<file path="src/rtl/lighting_pkg.sv">
// Shared lamp-drive types: FSM state encoding used by the controller core, the driver and the bench.
package lighting_pkg;

  localparam int unsigned STATE_W = 2;

  typedef enum logic [STATE_W-1:0] {
    OFF       = 2'd0,
    RAMP_UP   = 2'd1,
    ON        = 2'd2,
    RAMP_DOWN = 2'd3
  } lamp_state_t;

  // True when no ramp is in progress.
  function automatic logic is_settled(input lamp_state_t s);
    return (s == OFF) || (s == ON);
  endfunction

endpackage

</file>
<file path="src/rtl/lamp_pwm_driver_pwm_gen.sv">
// PWM generator: free-running period counter, duty latched at period wrap, registered output.
module pwm_gen #(
  parameter int unsigned PWM_BITS = 8
) (
  input  logic                clk,
  input  logic                rst,
  input  logic [PWM_BITS-1:0] duty,
  output logic                pwm_out
);

  localparam logic [PWM_BITS-1:0] CNT_LAST = PWM_BITS'((2 ** PWM_BITS) - 2);

  logic [PWM_BITS-1:0] cnt;
  logic [PWM_BITS-1:0] duty_active;
  logic                wrap;

  assign wrap = (cnt == CNT_LAST);

  // Period is 2**PWM_BITS-1 clocks so that a full-scale duty gives a constant high output.
  always_ff @(posedge clk) begin
    if (rst) begin
      cnt         <= '0;
      duty_active <= '0;
      pwm_out     <= 1'b0;
    end else begin
      cnt     <= wrap ? '0 : cnt + PWM_BITS'(1);
      pwm_out <= (cnt < duty_active);
      if (wrap) begin
        duty_active <= duty;
      end
    end
  end

endmodule

</file>
<file path="src/rtl/lamp_pwm_driver.sv">
// Lamp drive: soft-start/soft-stop duty ramp FSM with full-on override, feeding a PWM generator.
module lamp_pwm_driver
  import lighting_pkg::*;
#(
  parameter int unsigned PWM_BITS    = 8,
  parameter int unsigned STEP_CYCLES = 16
) (
  input  logic                clk,
  input  logic                rst,
  input  logic                lamp_on,
  input  logic                force_full,
  output logic                pwm_out,
  output logic [PWM_BITS-1:0] duty,
  output logic [1:0]          state_o,
  output logic                at_target
);

  localparam int unsigned         TIMER_W   = (STEP_CYCLES > 1) ? $clog2(STEP_CYCLES) : 1;
  localparam logic [TIMER_W-1:0]  STEP_LAST = TIMER_W'(STEP_CYCLES - 1);
  localparam logic [PWM_BITS-1:0] MAX_DUTY  = '1;

  lamp_state_t         state_q, state_d;
  logic [PWM_BITS-1:0] duty_q, duty_d;
  logic [TIMER_W-1:0]  timer_q, timer_d;
  logic                at_target_q;
  logic                step;

  assign step = (timer_q == STEP_LAST);

  always_ff @(posedge clk) begin
    if (rst) begin
      state_q     <= OFF;
      duty_q      <= '0;
      timer_q     <= '0;
      at_target_q <= 1'b1;
    end else begin
      state_q     <= state_d;
      duty_q      <= duty_d;
      timer_q     <= timer_d;
      at_target_q <= is_settled(state_d);
    end
  end

  // A level change always wins over a coincident step; the step is dropped and the timer restarts.
  always_comb begin
    state_d = state_q;
    duty_d  = duty_q;
    timer_d = timer_q;
    if (force_full && lamp_on) begin
      state_d = ON;
      duty_d  = MAX_DUTY;
    end else begin
      case (state_q)
        OFF: begin
          if (lamp_on) state_d = RAMP_UP;
        end
        RAMP_UP: begin
          if (!lamp_on) begin
            state_d = RAMP_DOWN;
          end else if (step) begin
            if (duty_q != MAX_DUTY) duty_d = duty_q + PWM_BITS'(1);
            if (duty_d == MAX_DUTY) state_d = ON;
          end
        end
        ON: begin
          if (!lamp_on) state_d = RAMP_DOWN;
        end
        RAMP_DOWN: begin
          if (lamp_on) begin
            state_d = RAMP_UP;
          end else if (step) begin
            if (duty_q != '0) duty_d = duty_q - PWM_BITS'(1);
            if (duty_d == '0) state_d = OFF;
          end
        end
        default: state_d = OFF;
      endcase
    end

    if ((state_d != state_q) || is_settled(state_q) || step) begin
      timer_d = '0;
    end else begin
      timer_d = timer_q + TIMER_W'(1);
    end
  end

  pwm_gen #(
    .PWM_BITS(PWM_BITS)
  ) u_pwm_gen (
    .clk    (clk),
    .rst    (rst),
    .duty   (duty_q),
    .pwm_out(pwm_out)
  );

  assign duty      = duty_q;
  assign state_o   = state_q;
  assign at_target = at_target_q;

endmodule

</file>
<file path="config.mk">
export PLATFORM = sky130hd
export DESIGN_NAME = lamp_pwm_driver
export DESIGN_NICKNAME = d
export VERILOG_FILES = /design/src/rtl/lighting_pkg.sv /design/src/rtl/lamp_pwm_driver_pwm_gen.sv /design/src/rtl/lamp_pwm_driver.sv
export SDC_FILE = /design/constraint.sdc
export NUM_CORES = 1
export LEC_CHECK = 0
export CAP_MARGIN = 0
export CORE_MARGIN = 10
export CORE_UTILIZATION = 50
export DETAILED_ROUTE_END_ITERATION = 8
export GPL_TIMING_DRIVEN = 1
export HOLD_SLACK_MARGIN = 0.08
export PLACE_DENSITY = 0.73
export SKIP_LAST_GASP = 1
export SLEW_MARGIN = 20
export SYNTH_ARGS = -nofsm -noshare
export SYNTH_HDL_FRONTEND = slang
export SYNTH_SLANG_ARGS = --single-unit
</file>
<file path="constraint.sdc">
create_clock -name clk -period 3.2 [get_ports clk]
set_input_delay 0.48 -clock clk [delete_from_list [all_inputs] [get_ports clk]]
set_output_delay 0.48 -clock clk [all_outputs]
set_load 0.01 [all_outputs]
</file>
Word level (Yosys, flattened, before mapping) --
Cells that the tools add are included.
Cells by class: equal/unequal tests 13, $lt $le $gt $ge 1, add/sub/neg operators 4, multiplexer cells 26, reduce and logical (&&, ||, !) cells 13
Operators by type and width (count):
- $mux W8 | 15
- $mux W2 | 9
- $add A8 B1 Y8 const B | 2
- $eq A8 B8 Y1 const B | 2
- $pmux W8 S2 | 1
- $ne A3 B3 Y1 const B | 4
- $logic_not A8 Y1 | 1
- $lt A8 B8 Y1 | 1
- $ne A8 B8 Y1 const B | 1
- $pmux W2 S4 | 1
- $reduce_bool A8 Y1 | 1
- $sub A8 B1 Y8 const B | 1
- $eq A2 B2 Y1 const B | 3
- $reduce_and A5 Y1 | 1
- $add A4 B1 Y4 const B | 1
- $eq A4 B4 Y1 const B | 1
- $logic_not A2 Y1 | 2
- $logic_or A1 B1 Y1 | 4
- $reduce_or A2 Y1 | 2
- $reduce_bool A3 Y1 | 1
- $eq A2 B1 Y1 const B | 1
- $ne A2 B2 Y1 | 1
- $logic_and A1 B1 Y1 | 1
Storage, ports and cells: bits in registers 32, word-level logic and storage cells 64, bits of input ports 4

Logic depth before layout (Yosys ltp) --
word-level depth 16, depth in mapped cells 10, depth with buffers taken out 9

Hierarchy --
From an unflattened synthesis, not the netlist that was laid out.
Unflattened totals: cell total of the unflattened synthesis 264, area, all modules 2167.1 um^2
By module, submodules not included:
- lamp_pwm_driver | area an instance 1283.7 um^2, sequential area each 300.3 um^2, times used 1, cells each 167
- pwm_gen | area an instance 883.3 um^2, sequential area each 340.3 um^2, times used 1, cells each 97

Worst setup path before layout --
Ideal clock, no wire load.
path type reg2reg, start register duty_q[1] (netlist: duty[1]), end register timer_q[1], stages on the path, launching flop included 11, period minus slack after synthesis 2.612 ns, library setup time 0.073 ns, path slack 0.588 ns, path buffers 1, arrival 2.539 ns, required time 3.127 ns, cell sequence dfxtp_1 clkbuf_1 inv_1 ha_1 or3b_4 or3_4 mux2i_1 o41ai_2 o21a_4 xnor2_4 nor3b_2
On the way: longest elaborated chain between the ends 16
RTL lines:
- start, declared | RTL line lamp_pwm_driver.sv:23 | logic [PWM_BITS-1:0] duty_q, duty_d;
- start signal, assigned | RTL line lamp_pwm_driver.sv:38 | duty_q <= duty_d;
- $add A8 B1 Y8 (tied with other cells) | RTL line lamp_pwm_driver.sv:61 | if (duty_q != MAX_DUTY) duty_d = duty_q + PWM_BITS'(1);
- $mux W8, on equally long branches | RTL line lamp_pwm_driver.sv:61, lamp_pwm_driver.sv:72
- $mux W8, on equally long branches | RTL line lamp_pwm_driver.sv:60, lamp_pwm_driver.sv:71
- $mux W8, on equally long branches | RTL line lamp_pwm_driver.sv:58, lamp_pwm_driver.sv:69
- $mux W8 | RTL line lamp_pwm_driver.sv:53 | case (state_q)
- $mux W8 | RTL line lamp_pwm_driver.sv:49 | if (force_full && lamp_on) begin
- $eq A8 B8 Y1 / $logic_not A8 Y1 (equally long branches) | RTL line lamp_pwm_driver.sv:62, lamp_pwm_driver.sv:73
- $mux W2, on equally long branches | RTL line lamp_pwm_driver.sv:62, lamp_pwm_driver.sv:73
- $mux W2, on equally long branches | RTL line lamp_pwm_driver.sv:60, lamp_pwm_driver.sv:71
- $mux W2, on equally long branches | RTL line lamp_pwm_driver.sv:58, lamp_pwm_driver.sv:69
- $pmux W2 S4 (*) | RTL line lamp_pwm_driver.sv:53
- $mux W2 (*) | RTL line lamp_pwm_driver.sv:49
- $ne A2 B2 Y1 (*) | RTL line lamp_pwm_driver.sv:80 | if ((state_d != state_q) || is_settled(state_q) || step) begin
- $logic_or A1 B1 Y1 (*) (2 in a row) | RTL line lamp_pwm_driver.sv:80
- $reduce_or A2 Y1 (no source line) (*)
- end signal, assigned | RTL line lamp_pwm_driver.sv:39 | timer_q <= timer_d;
- end, declared | RTL line lamp_pwm_driver.sv:24 | logic [TIMER_W-1:0] timer_q, timer_d;
Mark *: on every way between the ends. The rest lies on a longest branch, timed or not. The select of a mux whose other input is x is not followed. A chain may end at the register's enable or synchronous reset.

Worst setup path in the final report --
Same ends and word-level chain as after synthesis.

==> impl_metrics.tcl <==
set metrics [dict create \
    status "finished clean" \
    final_antenna_net_count 0 \
    start_util_pct 51.39 \
    crit_path_max_incr_delay_ns 0.43 \
    grt_pass1_vias 1703 \
    antenna_found_initial 0 \
    finalSetupViolations 0 \
    root_buffer "clkbuf_8" \
    rows 23 \
    pwr_density_cell_nw_per_um2 399.0 \
    drive_gt1_share_pct 9.848 \
    die_x_um 83.89 \
    multi_input_area_sq_um 1252 \
    final-seq-area_sq_um 640.6 \
    cts.clk_slew.worst_paths_ns 0.07 \
    critPathKind "reg -> reg" \
    path_buf_inv 1 \
    post_drt_wl_per_cell_um 14.72 \
    track_usage_pct 13.38 \
    synth_cells 253 \
    worstPathArrival_ns 2.92 \
    finalHoldViolations 0 \
    yosys.cell_types.count 52 \
    tns_ns 0 \
    relSlewSlack_pct 67.37 \
    stdcell_area_sq_um 2298 \
    fin_skew_ns 0.01060 \
    max_freq_mhz 369.9 \
    maxSlewViolCount 0 \
    hpwlAfterDp_mm 3.322 \
    drt_iter0_markers 200 \
    synth_nets 269 \
    worst-endpoint-required_ns 3.41 \
    grt_start_max_net_pins 25 \
    finish.utilization_pct 57.88 \
    place_congestion 0.9538 \
    htreeDepth 2 \
    r2r_slack_ns 0.50 \
    min_path_type "reg -> reg" \
    period_minus_slack_ns 2.704 \
    insertion_delay_ns 0.29 \
    crit_fanout 13 \
    ys_warn_count 0 \
    timing.final.crit_share_pct 84.49 \
    port_buffers 15 \
    first_pass_iters 4 \
    die_height_um 83.89 \
    post_dp_cell_area_sq_um 2211 \
    overflow 0 \
    post-cts-setup-buffers 0 \
    areaGrowthSynthToFinish_pct 12.63 \
    cts_sinks 32 \
    drc_errors 0 \
    syn_area_per_cell_sq_um 8.066 \
    cts_hold_buffers 0 \
    netlist_area_sq_um 2041 \
    diodes 0 \
    cp-start-kind "register" \
    via_per_inst 5.742 \
    io_pins 16 \
    cts_tree "done" \
    p_leak_nw 0.8620 \
    maxCapViolCount 0 \
    synthArstFlopShare_pct 0 \
    ctsResizeCount 0 \
    slowest_stage "dfxtp_1" \
    dieArea_sq_um 7037 \
    vias 1803 \
    crit_chain "inv_1, ha_1, or3b_4, or3_4, mux2i_1, o41ai_2, o21a_4, xnor2_4, nor3b_2" \
    synth_edf_count 0 \
    synth-seq-area-share_pct 31.39 \
    ys_seq_elements 32 \
    nFillCells 396 \
    tightestPinTransition_ns 0.4887 \
    cp_top_family "simple AND/OR/NAND/NOR gates" \
    synthFlopType "dfxtp_1" \
    ir_drop_mv 0.3022 \
    rsz0062_at_grt "false" \
    worstSetupEndpointType "register" \
    cts_buffer_depth 2 \
    nNetsFinal 279 \
    cts_made_buffers 5 \
    coreArea_sq_um 3971 \
    grt_pass1_wl_mm 7.914 \
    wirelength_mm 4.622 \
]
cell families (layout without fill, tap and decap cells):
logic type	after synthesis	count (layout)	synth area share [%]
buffers and inverters	34	45	7.234
muxes	12	12	5.947
and+or+nand+nor	99	99	24.77
xor gates and xnor gates	9	9	4.782
DFF	32	32	31.39
adders and majority gates	12	12	7.357
AOI/OAI and AO/OA	55	55	18.52
report_power, final:
group / internal, mW / leakage (nW) / switching [mW]
registers: 0.414 / 0.262 / 0.0309
logic: 0.0781 / 0.552 / 0.0815
clock network: 0.151 / 0.0479 / 0.161
layer usage:
layer  GRT usage [%]  part of all wire, %  vias up
li1                -                    -      918
met1           16.03                   47      825
met2           20.91                   45       50
met3           4.785                  6.8       10
met4           5.784                  1.9        0
met5               0                    0        -
final cells by class:
class | count | area share, %
inverters | 16 | 2.613
flip-flops and latches | 32 | 27.87
well taps | 50 | 2.722
clock buffers | 5 | 2.994
clock inverters | 3 | 0.8166
repair buffers | 21 | 8.492
multi-input cells | 187 | 54.49
registers in the layout (all words and copies together), names as in the netlist:
| name | count |
|---|---|
| at_target | 1 |
| duty | 8 |
| state_o | 2 |
| timer_q | 4 |
| u_pwm_gen.cnt | 8 |
| u_pwm_gen.duty_active | 8 |
| u_pwm_gen.pwm_out | 1 |
synth_stat cells (2+ instances only):
library cell,count,area [sq um]
a31o_2,2,17.52
nand2b_1,4,25.02
xnor2_1,4,35.03
and2_1,4,25.02
or3_1,3,18.77
or2_2,3,18.77
xor2_1,4,35.03
and3_1,4,25.02
buf_6,2,22.52
nand2_1,17,63.81
a221oi_1,4,35.03
dfxtp_1,32,640.6
ha_1,12,150.1
a21oi_1,10,50.05
inv_1,16,60.06
mux2i_1,11,110.1
o22ai_1,4,25.02
o21ai_0,12,60.06
nand3_1,9,45.04
nor2b_1,4,25.02
buf_2,3,15.01
a31oi_1,6,37.54
nor4_1,3,18.77
nor2_1,33,123.9
nor3_1,5,25.02
a21o_1,2,15.01
nand4_1,3,18.77
clkbuf_1,12,45.04
a211oi_1,2,15.01
path summary, 6_finish.rpt:
check	startpoint	cells past startpoint	to
setup / recovery	duty[1]	9	timer_q[1]
hold reg to reg	timer_q[0]	1	timer_q[0]
setup reg to reg	duty[1]	9	timer_q[1]
hold / removal	timer_q[0]	1	timer_q[0]
cell usage in the layout, fill, tap and decap left out, drive strengths merged, types with 5 or more instances in the layout:
cell type      synthesis  layout
a21oi                 10      10
a31oi                  6       6
buf                    5       6
clkbuf                13       5
clkdlybuf4s50          0      15
dfxtp                 32      32
ha                    12      12
inv                   16      16
mux2i                 11      11
nand2                 17      17
nand3                  9       9
nor2                  33      33
nor3                   6       6
o21ai                 12      12
xnor2                  5       5
metrics by stage:
step	power, mW	hold WS, ns	setup slack, ns	instances
6_report	0.9171	0.4549	0.4964	314
5_1_grt	0.9694	0.4978	0.2992	314
4_1_cts	0.9239	0.4576	0.5082	314
3_5_place_dp	0.6132	0.4479	0.5311	306
3_3_place_gp	0.6128	0.4476	0.5658	306
2_1_floorplan	0.5599	0.4280	0.5883	253
No activity file was read; power rests on OpenSTA's default activity.
